`config.mk`:
```
export PLATFORM = sky130hd
export DESIGN_NAME = wb_io_arbiter64
export DESIGN_NICKNAME = d
export VERILOG_FILES = /design/src/rtl/wishbone_pkg.sv /design/src/rtl/wb_rr_sel.sv /design/src/rtl/wb_io_arbiter64.sv
export SDC_FILE = /design/constraint.sdc
export NUM_CORES = 1
export LEC_CHECK = 0
export BUFFER_PORTS_ARGS = -buffer_cell sky130_fd_sc_hd__buf_2
export CAP_MARGIN = 20
export CORE_AREA = 4 4 388 390
export CTS_BUF_LIST = sky130_fd_sc_hd__clkbuf_4 sky130_fd_sc_hd__clkbuf_8 sky130_fd_sc_hd__clkbuf_16
export CTS_CLUSTER_SIZE = 8
export DETAILED_ROUTE_END_ITERATION = 7
export DIE_AREA = 0 0 392 394
export SYNTH_ARGS = -nofsm -noshare
export SYNTH_HDL_FRONTEND = slang
export SYNTH_SLANG_ARGS = --single-unit
```
`constraint.sdc`:
```
create_clock -name clk_i -period 2.1 [get_ports clk_i]
set_clock_uncertainty 0.05 [all_clocks]
set_input_delay 0.21 -clock clk_i [delete_from_list [all_inputs] [get_ports clk_i]]
set_output_delay 0.21 -clock clk_i [all_outputs]
set_load 0.05 [all_outputs]
```
`src/rtl/wishbone_pkg.sv`:
```
// Wishbone 64-bit command request/response types, error codes and arbiter state enum.
// WB_IO_ARB_TIMEOUT_EN adds the ERR state used by the arbiter watchdog.
package wishbone_pkg;

    localparam logic [1:0] OKAY   = 2'd0;
    localparam logic [1:0] SLVERR = 2'd2;
    localparam logic [1:0] DECERR = 2'd3;

    typedef struct packed {
        logic        cyc;
        logic        stb;
        logic        we;
        logic [7:0]  sel;
        logic [31:0] adr;
        logic [63:0] dat;
        logic [3:0]  cmd;
        logic [7:0]  tid;
        logic [1:0]  bte;
        logic [2:0]  cti;
    } wb_cmd_request64_t;

    typedef struct packed {
        logic        ack;
        logic [1:0]  err;
        logic [7:0]  tid;
        logic [63:0] dat;
    } wb_cmd_response64_t;

`ifdef WB_IO_ARB_TIMEOUT_EN
    typedef enum logic [1:0] {IDLE, BUSY, ERR} wb_arb_state_t;
`else
    typedef enum logic [1:0] {IDLE, BUSY} wb_arb_state_t;
`endif

    // Parked bus: nothing selected, address pointed at an unmapped location.
    function automatic wb_cmd_request64_t wb_idle_req();
        wb_cmd_request64_t r;
        r     = '0;
        r.adr = 32'hFFFF_FFFF;
        return r;
    endfunction

endpackage

```
`src/rtl/wb_rr_sel.sv`:
```
// Round-robin selector: first set request searching upward from last_gnt+1, wrapping.
module wb_rr_sel #(
    parameter int NREQ = 4,
    parameter int IW   = (NREQ > 1) ? $clog2(NREQ) : 1
) (
    input  logic [NREQ-1:0] req_vec,
    input  logic [IW-1:0]   last_gnt,
    output logic [NREQ-1:0] gnt_oh,
    output logic [IW-1:0]   gnt_idx,
    output logic            any
);

    always_comb begin
        logic [IW-1:0] j;
        gnt_oh  = '0;
        gnt_idx = '0;
        any     = 1'b0;
        j       = '0;
        for (int k = 1; k <= NREQ; k++) begin
            j = IW'((int'(last_gnt) + k) % NREQ);
            if (!any && req_vec[j]) begin
                any        = 1'b1;
                gnt_idx    = j;
                gnt_oh[j]  = 1'b1;
            end
        end
    end

endmodule

```
`src/rtl/wb_io_arbiter64.sv`:
```
// Round-robin, bus-locking arbiter of NREQ Wishbone masters onto one I/O bridge port.
// Define WB_IO_ARB_TIMEOUT_EN to add the no-ack watchdog that answers with DECERR.
module wb_io_arbiter64
    import wishbone_pkg::*;
#(
    parameter int         NREQ    = 4,
    parameter logic [7:0] TIMEOUT = 8'd255
) (
    input  logic               clk_i,
    input  logic               rst_i,
    input  wb_cmd_request64_t  req [NREQ],
    output wb_cmd_response64_t resp [NREQ],
    output wb_cmd_request64_t  m_req,
    input  wb_cmd_response64_t m_resp,
    output logic [NREQ-1:0]    gnt_o
);

    localparam int IW = (NREQ > 1) ? $clog2(NREQ) : 1;

    if (NREQ < 2 || NREQ > 8 || TIMEOUT == 8'd0) begin : g_param_chk
        $error("wb_io_arbiter64: NREQ must be 2..8 and TIMEOUT nonzero");
    end

    wb_arb_state_t     state, state_d;
    logic [IW-1:0]     gidx, gidx_d, last_gnt, last_d;
    logic [NREQ-1:0]   gnt_d, cyc_vec, sel_oh;
    logic [IW-1:0]     sel_idx;
    logic              sel_any;
    wb_cmd_request64_t mreq_d;
`ifdef WB_IO_ARB_TIMEOUT_EN
    logic [7:0]        cnt, cnt_d, cnt_inc;
    logic              err_first, err_first_d;
`endif

    always_comb begin
        for (int i = 0; i < NREQ; i++) cyc_vec[i] = req[i].cyc;
    end

    wb_rr_sel #(.NREQ(NREQ), .IW(IW)) u_sel (
        .req_vec  (cyc_vec),
        .last_gnt (last_gnt),
        .gnt_oh   (sel_oh),
        .gnt_idx  (sel_idx),
        .any      (sel_any)
    );

    always_ff @(posedge clk_i) begin
        if (rst_i) begin
            state     <= IDLE;
            gidx      <= '0;
            last_gnt  <= IW'(NREQ - 1);
            gnt_o     <= '0;
            m_req     <= wb_idle_req();
`ifdef WB_IO_ARB_TIMEOUT_EN
            cnt       <= '0;
            err_first <= 1'b0;
`endif
        end else begin
            state     <= state_d;
            gidx      <= gidx_d;
            last_gnt  <= last_d;
            gnt_o     <= gnt_d;
            m_req     <= mreq_d;
`ifdef WB_IO_ARB_TIMEOUT_EN
            cnt       <= cnt_d;
            err_first <= err_first_d;
`endif
        end
    end

    // m_req defaults to idle, so the release edge and the grant edge both park the bus.
    always_comb begin
        state_d = state;
        gidx_d  = gidx;
        last_d  = last_gnt;
        gnt_d   = gnt_o;
        mreq_d  = wb_idle_req();
`ifdef WB_IO_ARB_TIMEOUT_EN
        cnt_d       = cnt;
        cnt_inc     = cnt + 8'd1;
        err_first_d = 1'b0;
`endif
        case (state)
            IDLE: begin
                if (sel_any) begin
                    state_d = BUSY;
                    gidx_d  = sel_idx;
                    gnt_d   = sel_oh;
`ifdef WB_IO_ARB_TIMEOUT_EN
                    cnt_d   = '0;
`endif
                end
            end
            BUSY: begin
                if (!req[gidx].cyc) begin
                    state_d = IDLE;
                    last_d  = gidx;
                    gnt_d   = '0;
                end else begin
                    mreq_d = req[gidx];
`ifdef WB_IO_ARB_TIMEOUT_EN
                    if (m_resp.ack) begin
                        cnt_d = '0;
                    end else begin
                        cnt_d = cnt_inc;
                        if (cnt_inc == TIMEOUT) begin
                            state_d     = ERR;
                            mreq_d      = wb_idle_req();
                            err_first_d = 1'b1;
                        end
                    end
`endif
                end
            end
`ifdef WB_IO_ARB_TIMEOUT_EN
            ERR: begin
                if (!req[gidx].cyc) begin
                    state_d = IDLE;
                    last_d  = gidx;
                    gnt_d   = '0;
                end
            end
`endif
            default: state_d = IDLE;
        endcase
    end

    always_comb begin
        for (int i = 0; i < NREQ; i++) begin
            resp[i] = '0;
            if (gidx == IW'(i)) begin
                if (state == BUSY) resp[i] = m_resp;
`ifdef WB_IO_ARB_TIMEOUT_EN
                if (state == ERR && err_first) begin
                    resp[i].ack = 1'b1;
                    resp[i].err = DECERR;
                    resp[i].tid = req[i].tid;
                end
`endif
            end
        end
    end

endmodule

```
---- After elaboration in Yosys (flattened, before gate mapping) ----
Cells that the tools add are included.
storage, ports and cells
  bits in writable memories ............... 0
  bits of input ports ..................... 573
  latch bits .............................. 0
  register bits ........................... 134
  ROM bits ................................ 0
  memories ................................ 0
  word-level logic and storage cells ...... 101
operators by class
  muxes and demuxes ....................... 43
  bitwise operators ....................... 6
  shifts and indexed selects .............. 0
  reduce and logical (&&, ||, !) cells .... 19
  add/subtract/negate cells ............... 4
  div/mod/pow operators ................... 0
  order comparisons ....................... 9
  eq/ne operators ......................... 6
  multiply operators ...................... 0
operators with widths
  kind                                                               number
  2-to-1 mux 75 bit                                                  5
  2-to-1 mux 124 bit                                                 3
  binary-select mux 124 bit (select 2 bit)                           1
  2-to-1 mux 4 bit                                                   6
  < comparator 2 x 3 -> 1 bit, second input constant                 4
  2-to-1 mux 1 bit                                                   12
  2-to-1 mux 2 bit                                                   6
  OR 4 bit                                                           3
  binary-select mux 1 bit (select 2 bit)                             4
  demux 1 bit (select 2 bit)                                         4
  greater-or-equal comparator 2 x 1 -> 1 bit, second input constant  4
  one-hot mux 4 bit (2 select lines)                                 1
  logical AND 1 bit                                                  7
  AND reduction 2 bit                                                3
  adder 2 x 1 -> 2 bit, second input constant                        2
  adder 2 bit, second input constant                                 2
  == test 2 x 1 -> 1 bit, second input constant                      2
  == test 2 bit, second input constant                               2
  zero test 2 bit                                                    2
  != test 2 bit, second input constant                               2
  one-hot mux 2 bit (2 select lines)                                 1
  greater-or-equal comparator 3 bit, second input constant           1
  zero test 1 bit                                                    3
  NOT 2 -> 3 bit                                                     1
  5 further kinds                                                    6

---- Depth between registers and ports, before layout ----
Gate-level depths: netlist of run 1.
  depth after elaboration ................. 15
  mapped depth ............................ 7

---- Hierarchy ----
A second synthesis of run 1 with hierarchy kept.
second synthesis, totals
  cell total of the unflattened synthesis .. 963
  area, all modules ....................... 8,949.8 µm²
by module, submodules not included
  module           cells an instance  area an instance (µm²)  instances
  wb_io_arbiter64  877                8,320.5                 1
  wb_rr_sel        86                 629.4                   1

---- Worst setup path after synthesis of run 1 ----
No wires, ideal clock.
  path type ............................... register to output
  start ................................... reg state[0]
  end ..................................... out resp[260] (netlist bit)
  path buffers ............................ 3
  stages on the path, launching flop included .. 6
  arrival ................................. 1.973 ns
  path slack .............................. -0.133 ns
  cells stage by stage .................... dfxtp_1 -> clkbuf_1 -> clkbuf_1 -> clkbuf_1 -> nand2_1 -> nor2_1
RTL lines
  item                    line                   source
  start, declared         wb_io_arbiter64.sv:24  wb_arb_state_t state, state_d;
  start signal, assigned  wb_io_arbiter64.sv:59  state <= state_d;
  end, declared           wb_io_arbiter64.sv:12  output wb_cmd_response64_t resp [NREQ],

==> qor.yml, run 1 <==
sta:
  finalSetupTns_ns: -6.23
  report.final.slew_viol_count: 0
  rsz_0062_raised_after_global_routing: "yes"
  share_of_the_clock_period_used_by_the_worst_path_pct: 106
  worst_pin_slew_ns: 0.597
  fmax_mhz: 451
  period_needed_ns: 2.22
  max-slew-margin-rel_pct: 60.4
  timing_hold_violations_final: 0
  slack_of_the_critical_path_ns: -0.118
  finalSetupViolations: 142
cts:
  clkSinkCount: 133
  clk_pin_slew_worst_paths_ns: 0.07
  tritoncts: "yes"
  tritoncts.num_buffers: 17
  clockRootBuffer: "sky130_fd_sc_hd__clkbuf_16"
  clock_latency_ns: 0.47
  htree_num_levels: 4
  cts.path.max_buffers: 2
hold_path:
  worstHoldPathType: "in -> reg"
  min_from: "rst_i"
drt:
  initialDrtViolationCount: 1369
  routed_wirelength_um: 135000
  dr.pass1.iters: 7
  antenna_left: 0
  vias_per_cell: 3.55
  drc: 0
  route.detailed.wl_per_inst_um: 33.4
  vias: 14325
floorplan:
  fp.dieH_um: 394
  initial_core_util_pct: 5.88
  placeable_area_mm2: 0.147
  die_area_mm2: 0.154
  die_x_um: 392
  row_count: 141
  num_io_pins: 1001
critical_path:
  ff2ff_path_depth: 9
  ff2ff_setup_slack_ns: -0.03
  timing.setup.critical_path_class: "reg -> out"
  critPathRequiredTime_ns: 1.84
  r2r_end: "m_req[88]"
  crit_path_end: "resp[263]"
  rr_startpoint: "gidx[0]"
  worstSetupStartpoint: "gidx[0]"
  crit_path_end_kind: "primary output"
  worstPathArrival_ns: 1.96
  crit_path_max_fanout: 5
  cp-start-kind: "flop"
yosys:
  avgSynthCellArea_um2: 9.37
  number_of_enable_flip_flop_cells_after_synthesis: 0
  synth.cell_area_mm2: 0.00865
  synth_sequential_area_ratio_pct: 30.8
  netlist-cell-type-count: 37
  synth_flop_cell: "sky130_fd_sc_hd__dfxtp_1"
  postSynth.asyncResetShare_pct: 0
  number_of_instances_in_the_synthesized_netlist: 923
  yosys_register_bits: 133
  post_syn_nets: 1504
  ys.warnings.count: 0
global_route:
  globalRouteTotalUtil_pct: 15.6
  grt.overflow.total: 0
  grt_pass1_vias: 14203
  grt_antenna_before_repair: 124
  grt_pass1_wl_um: 155000
  pin_count_of_the_biggest_net_entering_global_routing: 36
cells_and_area:
  syn2layout_area_growth_pct: 196
  fin_nets: 2617
  final_cell_mix: "sky130_fd_sc_hd__buf_2 (700), sky130_fd_sc_hd__nor2_4 (294), sky130_fd_sc_hd__buf_6 (155)"
  layout_commonest_cell: "sky130_fd_sc_hd__buf_2"
  fillers: 16170
  layout-drive-gt1-share_pct: 86.2
  design_area_mm2: 0.0256
pwr:
  power_density_mw_per_mm2: 706
  peakVddDrop_uv: 625
  power.total_mw: 18.1
  power.static_leakage_nw: 10.1
placement:
  pre_cts_slack_ns: 0.0149
  globalplace.congestion: 1.15
  port_buffers: 1000
  placed_cell_area_mm2: 0.0171
  place_hpwl_um: 95900
outcome:
  outcome: "complete, but fails checks"
  violations: "negative setup slack"
flow_run:
  cap_violations: 0
## what timing repair did
action	4_1_cts	5_1_grt
hold buffers	1	0
gates cloned	50	26
gates resized for setup	983	509
setup endpoints to repair	300	367
pin swaps	39	111
setup buffers	52	26
hold endpoints to repair	1	0
## stage by stage
stage                     hold WS, ns  util [%]  cells
after floorplan                 0.236         -    923
final                          0.0540      17.4   4034
after global placement          0.435      11.6   3807
after CTS                    0.000369      15.5   3941
after global routing           0.0226      17.3   4014
after detailed placement        0.436      11.6   3807
## final cells by class
class | instances | area (um^2) | area share, %
Tap cell | 1930 | 2410 | 9.45
Multi-Input combinational cell | 690 | 8500 | 33.3
Inverter | 13 | 56.3 | 0.220
Clock inverter | 15 | 193 | 0.754
Timing Repair Buffer | 1181 | 11200 | 43.7
Clock buffer | 17 | 425 | 1.66
Sequential cell | 133 | 2680 | 10.5
Antenna cell | 55 | 138 | 0.538
## worst min path at each step
| stage | end | depth (start not counted) |
|---|---|---|
| after floorplan | gidx[0] | 1 |
| after global placement | gnt_o[0] | 1 |
| after detailed placement | gnt_o[0] | 1 |
| after CTS | m_req[109] | 3 |
| after global routing | m_req[109] | 3 |
| final | gidx[0] | 2 |
## per-layer routing
metal	share of wire [%]	GRT usage (%)
met5	0.60	1.60
met4	5.5	6.29
met3	12	8.08
met1	34	16.2
met2	47	26.5
## power breakdown
group / leakage (nW) / switching [mW] / internal, mW
clock: 0.301 / 1.58 / 1.90
sequential: 1.08 / 0.0943 / 2.72
combinational: 8.76 / 6.96 / 4.80
total: 10.1 / 8.63 / 9.42
## cells in the mapped netlist (all sizes together), types with 4 or more instances
cell type  instances  area share (%)
or3b               6            0.61
a221oi             4            0.40
ha                 8             1.2
buf               35             2.1
a21oi              5            0.33
clkbuf            53             2.3
nor2             305              13
nor3               4            0.23
inv               13            0.56
a221o              4            0.46
nand2             80             3.5
mux4             127              33
mux2i              4            0.46
dfxtp            133              31
or2               32             2.3
nor2b             91             6.6
## worst max-delay path, cell delays in order, from the launching register on
cell                         delay, ns
sky130_fd_sc_hd__dfxtp_4          0.36
sky130_fd_sc_hd__buf_6            0.12
sky130_fd_sc_hd__clkinvlp_4       0.11
sky130_fd_sc_hd__buf_12           0.11
sky130_fd_sc_hd__nand2_8          0.06
sky130_fd_sc_hd__buf_12           0.15
sky130_fd_sc_hd__buf_12           0.14
sky130_fd_sc_hd__buf_16           0.15
sky130_fd_sc_hd__nor2_4           0.11
sky130_fd_sc_hd__buf_8            0.16
## logic make-up (layout without fill, tap and decap cells)
kind of cell,count (synthesis),count (layout),share of synthesized area (%)
AO/OA/AOI/OAI,22,22,2.08
multiplexers,132,132,33.8
other,0,55,0
buffers and inverters,101,1226,4.99
adder cells (fa/ha/maj),8,8,1.16
AND/OR/NAND/NOR,527,528,27.2
flip-flops,133,133,30.8
## registers in the layout, indices dropped and copies added, names as in the netlist
register  cells
last_gnt      2
gidx          2
state         1
m_req       124
gnt_o         4
(Power assumes the default switching activity.)
==> run 2: changes to the inputs <==
--- a/config.mk
+++ b/config.mk
@@ -5,7 +5,7 @@
 export SDC_FILE = /design/constraint.sdc
 export NUM_CORES = 1
 export LEC_CHECK = 0
-export BUFFER_PORTS_ARGS = -buffer_cell sky130_fd_sc_hd__buf_2
+export BUFFER_PORTS_ARGS = -buffer_cell sky130_fd_sc_hd__buf_4
 export CAP_MARGIN = 20
 export CORE_AREA = 4 4 388 390
 export CTS_BUF_LIST = sky130_fd_sc_hd__clkbuf_4 sky130_fd_sc_hd__clkbuf_8 sky130_fd_sc_hd__clkbuf_16
==> run 2 against run 1 <==
- the run still ends with negative setup slack left
- sequential power is 1% higher
- sequential cell count did not move
- final area fell by 11%
- sequential share of layout area grew 1.2 points
- global-route usage down 1.5 points
- critical path type unchanged
==> qor.yml, run 2 (synthesized netlist as in run 1, its figures left out) <==
critical_path:
  worstPathArrival_ns: 1.91  # -0.05 ns
  critical_path.slowest_cell: "sky130_fd_sc_hd__dfxtp_4"
  ff2ff_setup_slack_ns: 0.04  # +0.07 ns
  critical_path_depth_in_cells: 6  # -3
  critPathBufInv: 4  # -3
  timing.setup.critical_path_class: "reg -> out"
  crit_path_end: "resp[39]"
  rr_startpoint: "gidx[1]"
  r2r_end: "m_req[111]"
  timing.critical_path.max_delay_family: "buffers and inverters"
  crit_path_end_kind: "primary output"
  cp-start-kind: "flop"
  critPathRequiredTime_ns: 1.84  # about the same
  crit_chain: "buf_4 -> buf_16 -> nand2_1 -> buf_4 -> nor2_1 -> buf_6"
  ff2ff_path_depth: 5  # -4
  crit_path_max_fanout: 23  # +18
  cp_common_cell: "sky130_fd_sc_hd__buf_4"
  worstSetupStartpoint: "state[0]"
  stage_delay_of_the_slowest_cell_on_the_critical_path_ns: 0.38  # +0.02 ns
sta:
  period_needed_ns: 2.17  # -0.0439 ns
  timing_hold_violations_final: 0  # unchanged
  share_of_the_clock_period_used_by_the_worst_path_pct: 104  # -2.1 points
  worst_pin_slew_ns: 0.410  # -0.188 ns
  rsz_0062_raised_after_global_routing: "yes"
  fmax_mhz: 460  # +2.0%
  report.final.slew_viol_count: 0  # unchanged
  finalSetupViolations: 75  # -47%
  max-slew-margin-rel_pct: 72.6  # +12 points
  slack_of_the_critical_path_ns: -0.0745  # +0.0439 ns
cts:
  htree_num_levels: 4  # unchanged
  clockRootBuffer: "sky130_fd_sc_hd__clkbuf_16"
  tritoncts: "yes"
  clock_latency_ns: 0.48  # about the same
  cts.path.max_buffers: 2  # unchanged
  clkSinkCount: 133  # unchanged
  clk_pin_slew_worst_paths_ns: 0.09  # +0.02 ns
  tritoncts.num_buffers: 17  # unchanged
drt:
  antenna_left: 0  # unchanged
  routed_wirelength_um: 118000  # -12%
  drc: 0  # unchanged
  initialDrtViolationCount: 1141  # -17%
  dr.pass1.iters: 5  # -2
  vias_per_cell: 3.36  # -5.3%
  route.detailed.wl_per_inst_um: 30.0  # -10%
  vias: 13271  # -7.4%
cells_and_area:
  syn2layout_area_growth_pct: 164
  final_cell_mix: "sky130_fd_sc_hd__buf_4 (800), sky130_fd_sc_hd__buf_6 (215), sky130_fd_sc_hd__dfxtp_1 (129)"
  largest-register: "m_req"
  fin_nets: 2554  # -2.4%
  layout-drive-gt1-share_pct: 77.6  # -8.6 points
  number_of_flip_flops_in_the_largest_register: 124  # unchanged
  fillers: 16472  # +1.9%
  reg.largest.list: "m_req x124, gnt_o x4"
  design_area_mm2: 0.0229  # -11%
  layout_commonest_cell: "sky130_fd_sc_hd__buf_4"
placement:
  pre_cts_slack_ns: -0.0815  # -0.0964 ns
  globalplace.congestion: 1.15  # -0.53%
  placed_cell_area_mm2: 0.0189  # +11%
  port_buffers: 1000  # unchanged
  place_hpwl_um: 97000  # +1.1%
global_route:
  pin_count_of_the_biggest_net_entering_global_routing: 41  # +14%
  grt_pass1_vias: 13031  # -8.3%
  grt.overflow.total: 0  # unchanged
  grt_pass1_wl_um: 141000  # -9.2%
  globalRouteTotalUtil_pct: 14.1  # -1.5 points
  grt_antenna_before_repair: 79  # -36%
floorplan:
  initial_core_util_pct: 5.88  # unchanged
  die_area_mm2: 0.154  # unchanged
  die_x_um: 392  # unchanged
  placeable_area_mm2: 0.147  # unchanged
  fp.dieH_um: 394  # unchanged
  num_io_pins: 1001  # unchanged
  row_count: 141  # unchanged
flow_run:
  cap_violations: 0  # unchanged
hold_path:
  worstHoldPathType: "in -> reg"
outcome:
  outcome: "complete, but fails checks"
  violations: "negative setup slack"
pwr:
  power_density_mw_per_mm2: 698  # -1.1%
  power.total_mw: 16.0  # -12%
  power.static_leakage_nw: 9.24  # -8.9%
  peakVddDrop_uv: 604  # -3.3%
[run 2: worst min path at each step]
| stage | from | end | cells past startpoint |
|---|---|---|---|
| CTS | req[334] | m_req[86] | 3 |
| floorplan | rst_i | gidx[0] | 1 |
| detailed placement | gnt_o[2] | gnt_o[2] | 1 |
| global route | req[334] | m_req[86] | 3 |
| global placement | rst_i | gidx[0] | 2 |
| finish | req[334] | m_req[86] | 3 |
[run 2: tightest hold or removal path: cells and delay by family]
kind	cells	cell delay (ns)
buffers and inverters	1	0.07
muxes	1	0.21
and+or+nand+nor	1	0.09
[run 2: power breakdown]
| part | leakage [nW] | total [mW] | internal (mW) | switching (mW) |
|---|---|---|---|---|
| logic | 7.87 | 9.78 | 4.12 | 5.65 |
| registers | 1.08 | 2.86 | 2.72 | 0.139 |
| clock network | 0.284 | 3.32 | 1.59 | 1.73 |
| total | 9.24 | 16.0 | 8.44 | 7.52 |
[run 2: area by class of cell]
type	instances	area [um^2]	area share, %
clock inverters	15	155	0.679
well taps	1930	2410	10.6
repair buffers	1117	10400	45.4
clock buffers	17	425	1.86
multi-input cells	691	6670	29.2
diodes	31	77.6	0.339
flip-flops and latches	133	2680	11.7
inverters	13	56.3	0.246
[run 2: metal layers]
metal,global-route usage (%),part of all wire (%),vias to the layer above,wire (um)
met5,0,0.28,-,331
li1,-,-,5321,-
met1,15.9,37,6581,43800
met4,5.55,4.2,52,4910
met3,7.01,12,233,13700
met2,22.8,47,1084,55600
[run 2: metrics by stage]
| stage | cells | hold slack [ns] | util (%) | setup TNS (ns) |
|---|---|---|---|---|
| after floorplan | 923 | 0.236 | - | -23.58 |
| after global placement | 3820 | 0.457 | 12.9 | -0.0480 |
| after detailed placement | 3820 | 0.435 | 12.9 | -0.0815 |
| after CTS | 3899 | 0.000485 | 14.5 | -9.44 |
| after global routing | 3932 | 0.0135 | 15.5 | -26.40 |
| final | 3947 | 0.0682 | 15.5 | -1.75 |
[run 2: what timing repair did]
| item | in CTS | in global routing |
|---|---|---|
| setup endpoints to repair | 300 | 313 |
| cloned | 13 | 14 |
| pin swaps | 9 | 33 |
| gates resized for setup | 308 | 307 |
| endpoints found under the hold margin | 5 | 0 |
| setup buffers | 27 | 4 |
| hold buffers | 8 | 0 |
